==> config.mk <==
export PLATFORM = sky130hd
export DESIGN_NAME = random_range_gen
export DESIGN_NICKNAME = d
export VERILOG_FILES = /design/src/rtl/random_range_gen.sv
export SDC_FILE = /design/constraint.sdc
export NUM_CORES = 1
export LEC_CHECK = 0
export BUFFER_PORTS_ARGS = -buffer_cell sky130_fd_sc_hd__buf_4
export CAP_MARGIN = 10
export CORE_ASPECT_RATIO = 1.2
export CORE_UTILIZATION = 40
export CTS_BUF_LIST = sky130_fd_sc_hd__clkbuf_16
export CTS_CLUSTER_SIZE = 16
export DETAILED_ROUTE_END_ITERATION = 10
export SKIP_LAST_GASP = 1
export SLEW_MARGIN = 20
export SYNTH_ARGS = -nofsm -noshare
export SYNTH_HDL_FRONTEND = slang
export SYNTH_SLANG_ARGS = --single-unit
==> constraint.sdc <==
create_clock -name clock -period 3.08 [get_ports clock]
set_input_delay 0.616 -clock clock [delete_from_list [all_inputs] [get_ports clock]]
set_output_delay 0.616 -clock clock [all_outputs]
set_load 0.02 [all_outputs]
==> src/rtl/random_range_gen.sv <==
// Pseudorandom number source returning values uniformly drawn from 0..max_number
// over a req/valid handshake, backed by a wrap counter or a seedable Galois LFSR.
module random_range_gen #(
  parameter int unsigned          WIDTH     = 8,
  parameter logic [WIDTH-1:0]     LFSR_TAPS = 8'hB8,
  parameter logic [WIDTH-1:0]     SEED      = 8'h01,
  parameter int unsigned          MAX_TRIES = 16
) (
  input  logic             clock,
  input  logic             resetn,
  input  logic             mode,
  input  logic [WIDTH-1:0] max_number,
  input  logic             seed_load,
  input  logic [WIDTH-1:0] seed,
  input  logic             req,
  output logic             ready,
  output logic             valid,
  output logic [WIDTH-1:0] num_out,
  output logic             fallback
);

  localparam int unsigned      TRY_W   = (MAX_TRIES > 1) ? $clog2(MAX_TRIES) : 1;
  localparam logic [WIDTH-1:0] SEED_NZ = (SEED == '0) ? WIDTH'(1) : SEED;

  typedef enum logic {IDLE, SAMPLE} state_t;

  state_t           r_state;
  state_t           w_state_nxt;
  logic [WIDTH-1:0] r_lfsr;
  logic [WIDTH-1:0] r_counter;
  logic [WIDTH-1:0] r_max_q;
  logic             r_mode_q;
  logic [TRY_W-1:0] r_tries;
  logic             r_ready;
  logic             r_valid;
  logic             r_fallback;
  logic [WIDTH-1:0] r_num;

  logic [WIDTH-1:0] w_mask;
  logic [WIDTH-1:0] w_cand;
  logic             w_accept;
  logic             w_last;
  logic [WIDTH-1:0] w_max_nxt;
  logic             w_mode_nxt;
  logic [TRY_W-1:0] w_tries_nxt;
  logic             w_valid_nxt;
  logic             w_fallback_nxt;
  logic [WIDTH-1:0] w_num_nxt;

  // Random sources run every cycle regardless of the handshake; load beats step
  always_ff @(posedge clock or negedge resetn) begin
    if (!resetn) begin
      r_lfsr    <= SEED_NZ;
      r_counter <= '0;
    end else begin
      if (seed_load)
        r_lfsr <= (seed == '0) ? WIDTH'(1) : seed;
      else
        r_lfsr <= (r_lfsr >> 1) ^ (r_lfsr[0] ? LFSR_TAPS : '0);
      r_counter <= (r_counter >= max_number) ? '0 : r_counter + WIDTH'(1);
    end
  end

  // Smear the latched bound rightwards to get the covering 2^k-1 mask
  always_comb begin
    w_mask = r_max_q;
    for (int i = 1; i < int'(WIDTH); i++)
      w_mask = w_mask | (w_mask >> i);
  end

  assign w_cand   = r_mode_q ? (r_lfsr & w_mask) : r_counter;
  assign w_accept = (w_cand <= r_max_q);
  assign w_last   = (r_tries == TRY_W'(MAX_TRIES - 1));

  always_ff @(posedge clock or negedge resetn) begin
    if (!resetn) r_state <= IDLE;
    else         r_state <= w_state_nxt;
  end

  always_comb begin
    w_state_nxt = r_state;
    case (r_state)
      IDLE:    if (req) w_state_nxt = SAMPLE;
      SAMPLE:  if (w_accept || w_last) w_state_nxt = IDLE;
      default: w_state_nxt = IDLE;
    endcase
  end

  always_comb begin
    w_max_nxt      = r_max_q;
    w_mode_nxt     = r_mode_q;
    w_tries_nxt    = r_tries;
    w_valid_nxt    = 1'b0;
    w_fallback_nxt = r_fallback;
    w_num_nxt      = r_num;
    case (r_state)
      IDLE: begin
        if (req) begin
          w_max_nxt   = max_number;
          w_mode_nxt  = mode;
          w_tries_nxt = '0;
        end
      end
      SAMPLE: begin
        if (w_accept) begin
          w_num_nxt      = w_cand;
          w_fallback_nxt = 1'b0;
          w_valid_nxt    = 1'b1;
        end else if (w_last) begin
          // Halving the masked draw always lands inside 0..max_q
          w_num_nxt      = (w_cand & w_mask) >> 1;
          w_fallback_nxt = 1'b1;
          w_valid_nxt    = 1'b1;
        end else begin
          w_tries_nxt = r_tries + TRY_W'(1);
        end
      end
      default: ;
    endcase
  end

  always_ff @(posedge clock or negedge resetn) begin
    if (!resetn) begin
      r_max_q    <= '0;
      r_mode_q   <= 1'b0;
      r_tries    <= '0;
      r_ready    <= 1'b1;
      r_valid    <= 1'b0;
      r_fallback <= 1'b0;
      r_num      <= '0;
    end else begin
      r_max_q    <= w_max_nxt;
      r_mode_q   <= w_mode_nxt;
      r_tries    <= w_tries_nxt;
      r_ready    <= (w_state_nxt == IDLE);
      r_valid    <= w_valid_nxt;
      r_fallback <= w_fallback_nxt;
      r_num      <= w_num_nxt;
    end
  end

  assign ready    = r_ready;
  assign valid    = r_valid;
  assign num_out  = r_num;
  assign fallback = r_fallback;

endmodule

==> results by group <==
STA
  • Worst-margin pin slew: 603.0 ps
  • Clock Skews: ~6.7 ps
  • Worst hold margin: a little over 300 ps
  • Fin. max-slew vios: 0
  • Setup TNS Final: 0 ps
  • Crit path time final: just under 3000 ps
  • Period utilisation layout: a little over nine tenths
  • Final Hold Viols: 0
  • Fmax: approximately 0.34 GHz
  • Slew headroom: roughly three fifths
  • Final setup vio count: 0

Floorplanning
  • Die height: 88.19 um
  • Die Width: approximately 74 um
  • Initial core utilization: about two fifths
  • Die area: roughly 6500 um^2
  • IO Pins: 32
  • Core Area: 6012 um^2
  • Cell Rows: 31

Setup path
  • WP data arrival: between 3000 and 4000 ps
  • Critical path, cell by cell: or3_4 > nor4_4 > o21a_1 > inv_1 > ha_1 > nor2b_4 > o211ai_2 > a2111o_1 > buf_4 > a211o_1 > o311ai_1
  • Worst R2R Setup Slack: approximately 160 ps
  • Worst R2R End: r_tries[0]$_DFFE_PN0P_
  • CP startpoint kind: register
  • Worst setup path start: r_max_q[3]$_DFFE_PN0P_
  • Critical Path RT: 3260 ps
  • Max stage delay on crit path: about 520 ps
  • Reg2Reg Launch Point: r_max_q[3]$_DFFE_PN0P_
  • Setup crit end kind: register
  • Critical path class: register to register
  • Max stage delay cell, worst path: a2111o_1
  • Max FO, Critical Path: 4
  • Reg2Reg Depth: 11

Clock network
  • CTS tree: built
  • Num CTS Buffers: 5
  • Worst-path clk slew: ~60 ps
  • Cts hold-fix bufs: 0
  • H-tree depth: 2
  • Clock sink total: a little over 40
  • Clock Path Buffers: 2
  • Clk Tree Root Cell: clkbuf_16
  • Worst skew pair latency: ~280 ps

Final layout
  • Layout cells sized above 1: 20.95%
  • Layout area overhead: 20.16%
  • Fill cell count: approximately 580
  • Sequential cell area: 1028 um^2
  • Multi-input logic area: 1306 um^2
  • Final Non-Filler Cells: roughly 380
  • Final #Nets: ~340
  • N_diodes: 0

Pwr
  • Pwr per Cell Area: between 1000 and 1500 nW/um^2
  • Peak supply drop: 0.4852 mV
  • Overall Power: approximately 3.2 mW
  • Static leakage: between 1 and 1.5 nW

Placement
  • I/O Buffers: 31
  • Post-Place Cells: 368
  • Dpl hpwl: between 4000 and 5000 um
  • Routability cong.: between 0.7 and 0.8

GRT
  • Vias in the first global route: ~2000
  • GRT Overall Usage: about 20%
  • Antenna violations before repair: 0
  • Global route overflow: 0
  • Largest net degree at the start of global routing: 42
  • First-pass GRT wire length: approximately 9800 um

Logic synthesis
  • Synth top cells by count: dfrtp_1 (39), inv_1 (30), nand2_1 (22)
  • Top cells by area, synth: dfrtp_1 (39%), ha_1 (9.6%), inv_1 (4.5%)
  • EDFF count, synth: 0
  • Seq/Total Area, Yosys: about two fifths
  • Mapped Avg Cell Area: about 9.5 um^2
  • Post-Synthesis Cells: 262
  • Area leader, netlist: dfrtp_1
  • Count leader, synth: dfrtp_1
  • Synth Warn #: 0
  • Synth Net Count: just over 300
  • Top FF cell, synth: dfrtp_1
  • Netlist cell types: 51
  • Yosys top cell area share: ~39%
  • Synthesized flop and latch total: 41
  • Post-synthesis cell area: about 2500 um^2
  • Ys async rst share: between 90% and 100%

Route
  • Routed wire per std cell: roughly 15 um
  • Vias per cell: approximately 5.4
  • Remaining antenna violation count: 0
  • Via Count: slightly above 2000
  • DRT iter0 DRCs: 84
  • Routed wire length: about 5800 um
  • TritonRoute pass-1 iters: 4
  • Post-route DRC: 0

Min path
  • Min-delay worst type: input pin to asynchronous set/reset pin

Flow run
  • Max Cap Viol: 0

Status
  • Status: finished clean
timing repair:
action                     CTS  global route
gates resized for setup      0             2
hold endpoints to repair     0             0
setup endpoints to repair    0             6
buffers inserted             0             2
sequential cells by signal (all words and copies together) (netlist names):
| signal | count |
|---|---|
| valid | 1 |
| r_counter | 8 |
| fallback | 1 |
| ready | 1 |
| r_state | 1 |
| r_tries | 4 |
| r_max_q | 8 |
| r_mode_q | 1 |
| r_lfsr | 8 |
| num_out | 8 |
per-stage QoR:
stage                     util, %  area [um^2]  setup WS, ps
after floorplan                 -         2476         414.2
after global placement      46.37         2788         228.2
after detailed placement    46.37         2788         181.4
after CTS                   49.07         2950         145.2
after global routing        49.49         2975        -7.886
final                       49.49         2975         159.6
report_power, final:
part           leakage (nW)  switching (mW)  internal (mW)  total [mW]
Combinational         0.820           0.890          0.682        1.57
Clock                0.0826           0.203          0.376       0.579
Sequential            0.504           0.259          0.747        1.01
Total                  1.41            1.35           1.81        3.16
metal layers:
metal	global-route usage, %	wire length [um]
met5	0	0
met1	24.03	2501
met2	35.86	3001
met3	3.682	148
met4	6.818	134
cells by family after synthesis:
group                      synth area share [%]
AOI/OAI and AO/OA                         17.43
DFF                                       41.54
xor gates and xnor gates                  3.184
buffers and inverters                     6.114
and+or+nand+nor                           18.59
adders and majority gates                 9.601
muxes                                     3.537
cell type report:
class / instances / area share [%]
clock buffer: 5 / 4.205
clock inverter: 3 / 1.262
sequential: 41 / 34.57
tap: 82 / 3.448
timing repair buffer: 35 / 8.831
inverter: 30 / 3.785
multi-input combinational: 182 / 43.90
worst max path at each step:
stage                                   to  slack, ps  depth (start not counted)
floorplan           num_out[6]$_DFFE_PN0P_        410                         10
global placement    num_out[6]$_DFFE_PN0P_        230                         10
detailed placement  num_out[6]$_DFFE_PN0P_        180                         10
CTS                 num_out[6]$_DFFE_PN0P_        150                         10
global route        r_tries[0]$_DFFE_PN0P_         -8                         11
finish              r_tries[0]$_DFFE_PN0P_        160                         11
worst max-delay path, delay by kind of cell, from the launching register on:
family,cells,cell delay (ps)
AO/OA/AOI/OAI,5,1160
AND/OR/NAND/NOR,3,740
buffers and inverters,2,220
flip-flops,1,400
adder cells (fa/ha/maj),1,290
cells in the final DEF, fill, tap and decap left out, drive strengths merged, types with 3 or more instances in the layout:
master	count
nor2b	3
o21ai	20
a31o	3
nand3	13
o21a	4
ha	19
inv	31
dfrtp	39
mux2	6
clkbuf	5
nand2	22
a21oi	13
nor4	6
a221oi	4
nand2b	7
nor2	15
nor3	6
buf	35
xnor2	7
nand4	4
Power figures use the tool's default switching activity.
